==> src/rtl/display_pkg.sv <==
// rtl/display_pkg.sv - shared display constants, plot-receiver FSM states and address mapping.
package display_pkg;

    localparam int DISP_WIDTH       = 320;
    localparam int DISP_HEIGHT      = 240;
    localparam int DISP_ADDR_BITS   = 17;
    localparam int DISP_COLOUR_BITS = 3;
    localparam int DISP_X_BITS      = 9;
    localparam int DISP_Y_BITS      = 8;

    typedef enum logic [1:0] {
        RUN   = 2'd0,
        DRAIN = 2'd1,
        CLEAR = 2'd2
    } state_t;

    // y*320 + x as two shifts and adds; operands widened first so nothing is truncated.
    function automatic logic [DISP_ADDR_BITS-1:0] xy_to_addr(
        input logic [DISP_X_BITS-1:0] x,
        input logic [DISP_Y_BITS-1:0] y
    );
        logic [DISP_ADDR_BITS-1:0] xe;
        logic [DISP_ADDR_BITS-1:0] ye;
        xe = {{(DISP_ADDR_BITS-DISP_X_BITS){1'b0}}, x};
        ye = {{(DISP_ADDR_BITS-DISP_Y_BITS){1'b0}}, y};
        return (ye << 8) + (ye << 6) + xe;
    endfunction

endpackage

==> src/rtl/pixel_fifo.sv <==
// rtl/pixel_fifo.sv - parameterised synchronous FIFO with simultaneous push/pop at any fill level.
module pixel_fifo #(
    parameter int DEPTH     = 4,
    parameter int DATA_BITS = 20
) (
    input  logic                   clk,
    input  logic                   rst,
    input  logic                   push,
    input  logic [DATA_BITS-1:0]   push_data,
    input  logic                   pop,
    output logic [DATA_BITS-1:0]   pop_data,
    output logic [$clog2(DEPTH):0] count,
    output logic                   full,
    output logic                   empty
);

    localparam int PTR_W = $clog2(DEPTH);
    localparam int CNT_W = PTR_W + 1;
    localparam logic [CNT_W-1:0] DEPTH_CNT = CNT_W'(DEPTH);

    logic [DATA_BITS-1:0] mem_q [DEPTH];
    logic [DATA_BITS-1:0] mem_d [DEPTH];
    logic [PTR_W-1:0]     wr_ptr_q, wr_ptr_d;
    logic [PTR_W-1:0]     rd_ptr_q, rd_ptr_d;
    logic [CNT_W-1:0]     cnt_q, cnt_d;
    logic                 do_push;
    logic                 do_pop;

    assign empty    = (cnt_q == '0);
    assign full     = (cnt_q == DEPTH_CNT);
    assign count    = cnt_q;
    assign pop_data = mem_q[rd_ptr_q];

    // A push into a full FIFO is only legal when the head leaves in the same cycle.
    assign do_pop  = pop && !empty;
    assign do_push = push && (!full || do_pop);

    always_comb begin
        mem_d    = mem_q;
        wr_ptr_d = wr_ptr_q;
        rd_ptr_d = rd_ptr_q;
        cnt_d    = cnt_q;
        if (do_push) begin
            mem_d[wr_ptr_q] = push_data;
            wr_ptr_d        = wr_ptr_q + PTR_W'(1);
        end
        if (do_pop) begin
            rd_ptr_d = rd_ptr_q + PTR_W'(1);
        end
        if (do_push && !do_pop) begin
            cnt_d = cnt_q + CNT_W'(1);
        end else if (do_pop && !do_push) begin
            cnt_d = cnt_q - CNT_W'(1);
        end
    end

    always_ff @(posedge clk or posedge rst) begin
        if (rst) begin
            for (int i = 0; i < DEPTH; i++) begin
                mem_q[i] <= '0;
            end
            wr_ptr_q <= '0;
            rd_ptr_q <= '0;
            cnt_q    <= '0;
        end else begin
            mem_q    <= mem_d;
            wr_ptr_q <= wr_ptr_d;
            rd_ptr_q <= rd_ptr_d;
            cnt_q    <= cnt_d;
        end
    end

endmodule

==> src/rtl/plot_receiver.sv <==
// rtl/plot_receiver.sv - clips and addresses pixel plots, queues them to the framebuffer, runs full-screen clears.
module plot_receiver
    import display_pkg::*;
#(
    parameter int WIDTH       = DISP_WIDTH,
    parameter int HEIGHT      = DISP_HEIGHT,
    parameter int FIFO_DEPTH  = 4,
    parameter int COLOUR_BITS = DISP_COLOUR_BITS,
    parameter int ADDR_BITS   = DISP_ADDR_BITS
) (
    input  logic                   clock,
    input  logic                   reset,
    input  logic                   plot,
    input  logic [8:0]             x,
    input  logic [7:0]             y,
    input  logic [COLOUR_BITS-1:0] colour,
    output logic                   ready,
    input  logic                   clearScreen,
    input  logic [COLOUR_BITS-1:0] clearColour,
    output logic                   busy,
    output logic                   memWrite,
    output logic [ADDR_BITS-1:0]   memAddress,
    output logic [COLOUR_BITS-1:0] memData,
    input  logic                   memReady,
    output logic [15:0]            dropCount
);

    localparam int CNT_W      = $clog2(FIFO_DEPTH) + 1;
    localparam int ENTRY_BITS = ADDR_BITS + COLOUR_BITS;
    localparam logic [ADDR_BITS-1:0] LAST_ADDR = ADDR_BITS'(WIDTH * HEIGHT - 1);
    localparam logic [CNT_W:0]       DEPTH_LIM = (CNT_W + 1)'(FIFO_DEPTH);

    state_t                 state_q, state_d;
    logic                   s1_valid_q, s1_valid_d;
    logic [ADDR_BITS-1:0]   s1_addr_q, s1_addr_d;
    logic [COLOUR_BITS-1:0] s1_colour_q, s1_colour_d;
    logic [COLOUR_BITS-1:0] clr_colour_q, clr_colour_d;
    logic [ADDR_BITS-1:0]   clr_cnt_q, clr_cnt_d;
    logic [15:0]            drop_q, drop_d;

    logic [ENTRY_BITS-1:0]  fifo_head;
    logic [CNT_W-1:0]       fifo_count;
    logic                   fifo_full;
    logic                   fifo_empty;
    logic                   fifo_pop;
    logic [CNT_W:0]         occupancy;
    logic                   accept;
    logic                   in_range;
    logic [ADDR_BITS-1:0]   plot_addr;

    pixel_fifo #(
        .DEPTH     (FIFO_DEPTH),
        .DATA_BITS (ENTRY_BITS)
    ) u_fifo (
        .clk       (clock),
        .rst       (reset),
        .push      (s1_valid_q),
        .push_data ({s1_addr_q, s1_colour_q}),
        .pop       (fifo_pop),
        .pop_data  (fifo_head),
        .count     (fifo_count),
        .full      (fifo_full),
        .empty     (fifo_empty)
    );

    // Stage1 counts against capacity so an accepted plot always has a FIFO slot waiting for it.
    assign occupancy = {1'b0, fifo_count} + {{CNT_W{1'b0}}, s1_valid_q};
    assign ready     = (state_q == RUN) && !fifo_full && (occupancy < DEPTH_LIM);
    assign accept    = plot && ready;
    assign in_range  = (32'(x) < WIDTH) && (32'(y) < HEIGHT);
    assign busy      = (state_q != RUN);
    assign dropCount = drop_q;

    always_comb begin
        if (WIDTH == 320 && ADDR_BITS == DISP_ADDR_BITS) begin
            plot_addr = ADDR_BITS'(xy_to_addr(x, y));
        end else begin
            plot_addr = ADDR_BITS'(y) * ADDR_BITS'(WIDTH) + ADDR_BITS'(x);
        end
    end

    always_comb begin
        state_d      = state_q;
        s1_valid_d   = 1'b0;
        s1_addr_d    = s1_addr_q;
        s1_colour_d  = s1_colour_q;
        clr_colour_d = clr_colour_q;
        clr_cnt_d    = clr_cnt_q;
        drop_d       = drop_q;
        memWrite     = 1'b0;
        memAddress   = '0;
        memData      = '0;
        fifo_pop     = 1'b0;

        if (accept) begin
            if (in_range) begin
                s1_valid_d  = 1'b1;
                s1_addr_d   = plot_addr;
                s1_colour_d = colour;
            end else if (drop_q != 16'hFFFF) begin
                drop_d = drop_q + 16'd1;
            end
        end

        // Queued plots keep draining during DRAIN so the clear starts behind them.
        if (state_q != CLEAR && !fifo_empty) begin
            memWrite   = 1'b1;
            memAddress = fifo_head[ENTRY_BITS-1:COLOUR_BITS];
            memData    = fifo_head[COLOUR_BITS-1:0];
            fifo_pop   = memReady;
        end

        case (state_q)
            RUN: begin
                if (clearScreen) begin
                    clr_colour_d = clearColour;
                    state_d      = DRAIN;
                end
            end
            DRAIN: begin
                if (!s1_valid_q && fifo_empty) begin
                    state_d = CLEAR;
                end
            end
            CLEAR: begin
                memWrite   = 1'b1;
                memAddress = clr_cnt_q;
                memData    = clr_colour_q;
                if (memReady) begin
                    if (clr_cnt_q == LAST_ADDR) begin
                        clr_cnt_d = '0;
                        state_d   = RUN;
                    end else begin
                        clr_cnt_d = clr_cnt_q + ADDR_BITS'(1);
                    end
                end
            end
            default: begin
                state_d = RUN;
            end
        endcase
    end

    always_ff @(posedge clock or posedge reset) begin
        if (reset) begin
            state_q      <= RUN;
            s1_valid_q   <= 1'b0;
            s1_addr_q    <= '0;
            s1_colour_q  <= '0;
            clr_colour_q <= '0;
            clr_cnt_q    <= '0;
            drop_q       <= '0;
        end else begin
            state_q      <= state_d;
            s1_valid_q   <= s1_valid_d;
            s1_addr_q    <= s1_addr_d;
            s1_colour_q  <= s1_colour_d;
            clr_colour_q <= clr_colour_d;
            clr_cnt_q    <= clr_cnt_d;
            drop_q       <= drop_d;
        end
    end

endmodule
==> config.mk <==
export PLATFORM = sky130hd
export DESIGN_NAME = plot_receiver
export DESIGN_NICKNAME = d
export VERILOG_FILES = /design/src/rtl/display_pkg.sv /design/src/rtl/pixel_fifo.sv /design/src/rtl/plot_receiver.sv
export SDC_FILE = /design/constraint.sdc
export NUM_CORES = 1
export LEC_CHECK = 0
export ABC_CLOCK_PERIOD_IN_PS = 6800
export BUFFER_PORTS_ARGS = -buffer_cell sky130_fd_sc_hd__buf_4
export CORE_MARGIN = 1
export CORE_UTILIZATION = 38
export DETAILED_ROUTE_END_ITERATION = 12
export PLACE_DENSITY_LB_ADDON = 0.08
export SLEW_MARGIN = 20
export SYNTH_ARGS = -nofsm -noshare
export SYNTH_HDL_FRONTEND = slang
export SYNTH_SLANG_ARGS = --single-unit
==> constraint.sdc <==
create_clock -name clock -period 6.8 [get_ports clock]
set_clock_uncertainty 0.2 [all_clocks]
set_input_delay 1.02 -clock clock [delete_from_list [all_inputs] [get_ports clock]]
set_output_delay 1.02 -clock clock [all_outputs]
set_load 0.03 [all_outputs]
[Yosys cells after proc, flatten, opt, wreduce, memory -nomap -nowiden]
Cells that the tools add are included.
Word-level totals
  logic and storage cells: 91
  register bits: 146
  bits of input ports: 28
  output and inout bits: 39
Operators by class
  reductions and logical operators: 26
  bitwise logic cells: 3
  $add $sub $neg: 9
  $lt $le $gt $ge: 6
  muxes and demuxes: 23
  equal/unequal tests: 10
Operators by type and width (number)
  $bwmux W80: 1
  $mux W20: 3
  $mux W17: 3
  $bmux W20 S2: 1
  $demux W20 S2: 1
  $add A16 B14 Y17: 1
  $add A17 B1 Y17 const B: 1
  $add A17 B9 Y17: 1
  $eq A17 B17 Y1 const B: 1
  $add A16 B1 Y16 const B: 1
  $ne A16 B16 Y1 const B: 1
  $mux W3: 4
  $logic_and A1 B1 Y1: 11
  $ne A2 B2 Y1 const B: 5
  $lt A9 B9 Y1 const B: 1
  $lt A8 B8 Y1 const B: 1
  $mux W2: 4
  $ge A3 B3 Y1 const B: 2
  $not A2 Y3: 2
  $pmux W2 S3: 1
  $reduce_and A2 Y1: 3
  $logic_not A1 Y1: 5
  $mux W1: 5
  $add A2 B1 Y2 const B: 2
  15 further kinds: 16

[Longest topological paths before layout]
  word-level depth: 11
  mapped depth: 9
  mapped depth without buffers: 9

[Hierarchy]
Synthesis repeated with hierarchy kept, for this count alone.
Second synthesis, totals
  cells, all modules: 615
  area, all modules: 7348.3 µm²
Modules (own cells, without submodules)
  pixel_fifo: sequential area each 2177.1 µm², cells an instance 232, times used 1, area each 3903.7 µm²
  plot_receiver: sequential area each 1476.4 µm², cells an instance 383, times used 1, area each 3444.6 µm²

[Worst setup path before layout]
Ideal clock, no wire load.
  kind: input -> register
  start point: input y[0]
  end point: register s1_addr_q[14]
  arrival: 2.955 ns
  required time: 6.471 ns
  library setup time: 0.129 ns
  cell stages on the path: 9
  path buffers: 0
  setup slack: 3.515 ns
  path through: inv_1 fa_1 inv_1 ha_1 a21o_1 a221o_1 o41ai_1 xnor2_1 o21ai_1
Between the ends
  cells in the longest elaborated chain, start to end: 3
  elaborated cells between the ends (all ways): 5
  classes of those cells: 2 x add/sub; 1 x order compare; 2 x reduce/logical
RTL lines
  start: declaration: RTL line plot_receiver.sv:15  | input logic [7:0] y,
  branches (longest 3 deep; another with $add A16 B14 Y17)
  end signal: assignment: RTL line plot_receiver.sv:156  | s1_addr_q <= s1_addr_d;
  end: declaration: RTL line plot_receiver.sv:35  | logic [ADDR_BITS-1:0] s1_addr_q, s1_addr_d;
Parallel ways; which one is timed is not known.
A chain may end at the register's enable or synchronous reset.

[Worst setup path in the final report]
  start point: register u_fifo.rd_ptr_q[0]
  end point: output memAddress[8]
Between the ends
  cells in the longest elaborated chain, start to end: 6
RTL lines
  start: declaration: RTL line pixel_fifo.sv:24  | logic [PTR_W-1:0] rd_ptr_q, rd_ptr_d;
  start signal: assignment: RTL line pixel_fifo.sv:68  | rd_ptr_q <= rd_ptr_d;
  $not A2 Y3 (not written as such): RTL line pixel_fifo.sv:32  | assign pop_data = mem_q[rd_ptr_q];
  $bmux W20 S2: RTL line pixel_fifo.sv:32
  $mux W20 (not written as such) (2 in series): RTL line pixel_fifo.sv:32
  $mux W17: RTL line plot_receiver.sv:106  | if (state_q != CLEAR && !fifo_empty) begin
  $mux W17: RTL line plot_receiver.sv:113  | case (state_q)
  end: declaration: RTL line plot_receiver.sv:22  | output logic [ADDR_BITS-1:0] memAddress,
Every way passes these cells. The select of a mux whose other input is x is not followed.

==> results.yml <==
synth:
  post_synth_main_area_contributors: "dfrtp_1 (51%), mux2_2 (13%), mux4_2 (6.3%)"
  synth_edf_count: 0
  ys_types: 46
  synth_ff_type: "dfrtp_1"
  seq_area_frac_synth_pct: 51.3
  syn_nets: 626
  synth-seq-cells: 146
  synthArstFlopShare_pct: 100
  synth_area_sq_um: 7120
  netlist_instances: 573
  yosysMostFrequentCell: "dfrtp_1"
  synth_area_leader_cell: "dfrtp_1"
  postSynthAreaPerCell_sq_um: 12.4
  synth_top_cell_area_share_pct: 51.3
  yosys_warnings: 0
  synth_common_cells: "dfrtp_1 (146), mux2_2 (84), nand2_1 (74), nor2_1 (25), ha_1 (22)"
pwr:
  p_leak_nw: 4.10
  pwr_density_cell_nw_per_um2: 415
  vdd_drop_max_mv: 0.183
  power_mw: 3.53
finish:
  drive_gt1_share_pct: 33.6
  diodes: 0
  fin_nets: 695
  area_growth_pct: 19.5
  fin_area_sq_um: 8500
sta:
  finalSetupTns_ns: 0
  period_needed_ns: 3.63
  worst_slack_ns: 3.17
  hold_viol_final: 0
  slew_headroom_pct: 36.2
  finalSetupViolations: 0
  fmax_ghz: 0.276
  finalMaxSlewViolations: 0
  tightest_slew_ns: 0.956
  min_period_over_period_pct: 53.3
  rsz0062_at_grt: "no"
place:
  io_buffers: 66
  dpl_worst_slack_ns: 3.29
  gp_congestion: 0.771
  place_area_sq_um: 7850
  hpwl_um: 10700
detailed_routing:
  route.detailed.drc: 16
  wirelength_um: 16000
  vias: 4657
  initialDrtViolationCount: 284
  wl_per_cell_um: 18.1
  drt_first_pass_iters: 8
  via_per_inst: 5.27
  drtAntennaViolNets: 0
status:
  violations: "design-rule violations"
  status: "complete, but fails checks"
critical_path:
  rrSetupSlack_ns: 4.24
  start_kind: "flip-flop"
  required_ns: 5.58
  max_stage_delay_ns: 0.90
  critPathMaxFanout: 22
  critPathTopFamily: "flip-flops"
  critPathArrivalTime_ns: 2.41
  end_kind: "output pin"
  cp_slowest_cell: "dfrtp_2"
  critPathKind: "flip-flop to output pin"
  path_buf_inv: 1
  crit_chain: "mux4_2 -> nand2_1 -> o21ai_0 -> buf_4"
grt:
  grt_start_max_net_pins: 80
  grt_antenna_before_repair: 0
  grt_overflow: 0
  gr-usage-all-layers_pct: 17.8
  grt_pass1_wl_um: 26300
  grt_pass1_vias: 4841
die:
  die_h_um: 139
  dieArea_sq_um: 19300
  core_area_sq_um: 18100
  start_util_pct: 39.2
  fp-row-count: 49
  io_pins: 67
  die_w_um: 139
clocking:
  clk_latency_ns: 0.42
  clkTransAtPathRegs_ns: 0.07
  cts_setup_buffers: 0
  cts_buffers: 17
  cts_max_level: 4
  cts_tree: "yes"
  clockBufferDepth: 2
  clock_sinks: 146
  cts_resized: 0
  root_buffer: "clkbuf_16"
  hold_buffers: 0
min_path:
  hold_class: "flip-flop to flip-flop"
job:
  maxCapViolCount: 0
==> stage by stage <==
step	std cells	hold WS (ns)	utilization, %
6_report	883	0.296	46.9
5_1_grt	883	0.312	46.9
4_1_cts	883	0.302	46.8
3_5_place_dp	852	0.288	43.3
3_3_place_gp	852	0.281	43.2
2_1_floorplan	573	0.271	-
==> registers in the layout, summed over array words and instances (netlist names) <==
register	flops
u_fifo.count	3
dropCount	16
state_q	2
s1_addr_q	17
clr_cnt_q	17
u_fifo.wr_ptr_q	2
u_fifo.rd_ptr_q	2
clr_colour_q	3
u_fifo.mem_q	80
s1_colour_q	3
s1_valid_q	1
==> worst register-to-register path, stage by stage (launching register included) <==
cell	delay, ns
dfrtp_1	0.45
and3_1	0.26
nor4b_4	0.53
o311ai_2	0.45
nor4_1	0.41
xor2_1	0.17
==> power by group <==
| part | total (mW) | internal (mW) | switching (mW) | leakage (nW) |
|---|---|---|---|---|
| Sequential | 1.42 | 1.14 | 0.287 | 1.93 |
| Combinational | 1.07 | 0.542 | 0.530 | 1.86 |
| Clock | 1.03 | 0.655 | 0.376 | 0.311 |
==> path summary, 6_finish.rpt <==
kind	start	endpoint	cells past startpoint
worst max-delay path	u_fifo.rd_ptr_q[0]	memAddress[8]	4
worst min-delay path	dropCount[14]	dropCount[14]	1
worst max register to register	u_fifo.count[0]	dropCount[14]	5
worst min register to register	dropCount[14]	dropCount[14]	1
max in group asynchronous	reset	dropCount[15]	3
min in group asynchronous	reset	u_fifo.mem_q[75]	2
==> layout by cell type (no fill, tap or decap), drive strengths merged, types with 6 or more instances in the layout <==
cell    count
nor4        6
nand2      74
xor2       21
nand3      13
inv        22
clkbuf     17
mux2       84
xnor2      17
nor3       13
buf        72
dfrtp     146
mux4       20
a22o       19
nor2       25
o21ai      17
ha         22
nand4      16
==> kinds of logic (layout without fill, tap and decap cells) <==
kind of cell / count (synthesis) / after routing / synth area share, %
buffers and inverters: 40 / 121 / 2.41
AND/OR/NAND/NOR: 167 / 167 / 11.6
XOR/XNOR: 38 / 38 / 4.68
AO/OA/AOI/OAI: 53 / 53 / 5.63
adder cells (fa/ha/maj): 25 / 25 / 4.71
multiplexers: 104 / 104 / 19.6
flip-flops: 146 / 146 / 51.3
==> routing by layer <==
metal / global-route usage [%] / vias up / routed length, um
met4: 5.20 / 0 / 87
met1: 23.9 / 2381 / 7820
met5: 0 / - / 0
li1: - / 2195 / -
met3: 4.18 / 7 / 478
met2: 28.5 / 74 / 7630
==> area by class of cell <==
type / count / area (sq um)
Multi-Input combinational cell: 387 / 3300
Tap cell: 229 / 287
Clock buffer: 17 / 425
Fill cell: 1622 / 9640
Sequential cell: 146 / 3660
Timing Repair Buffer: 72 / 541
Inverter: 18 / 72.6
Clock inverter: 14 / 226
(Power assumes the default switching activity.)
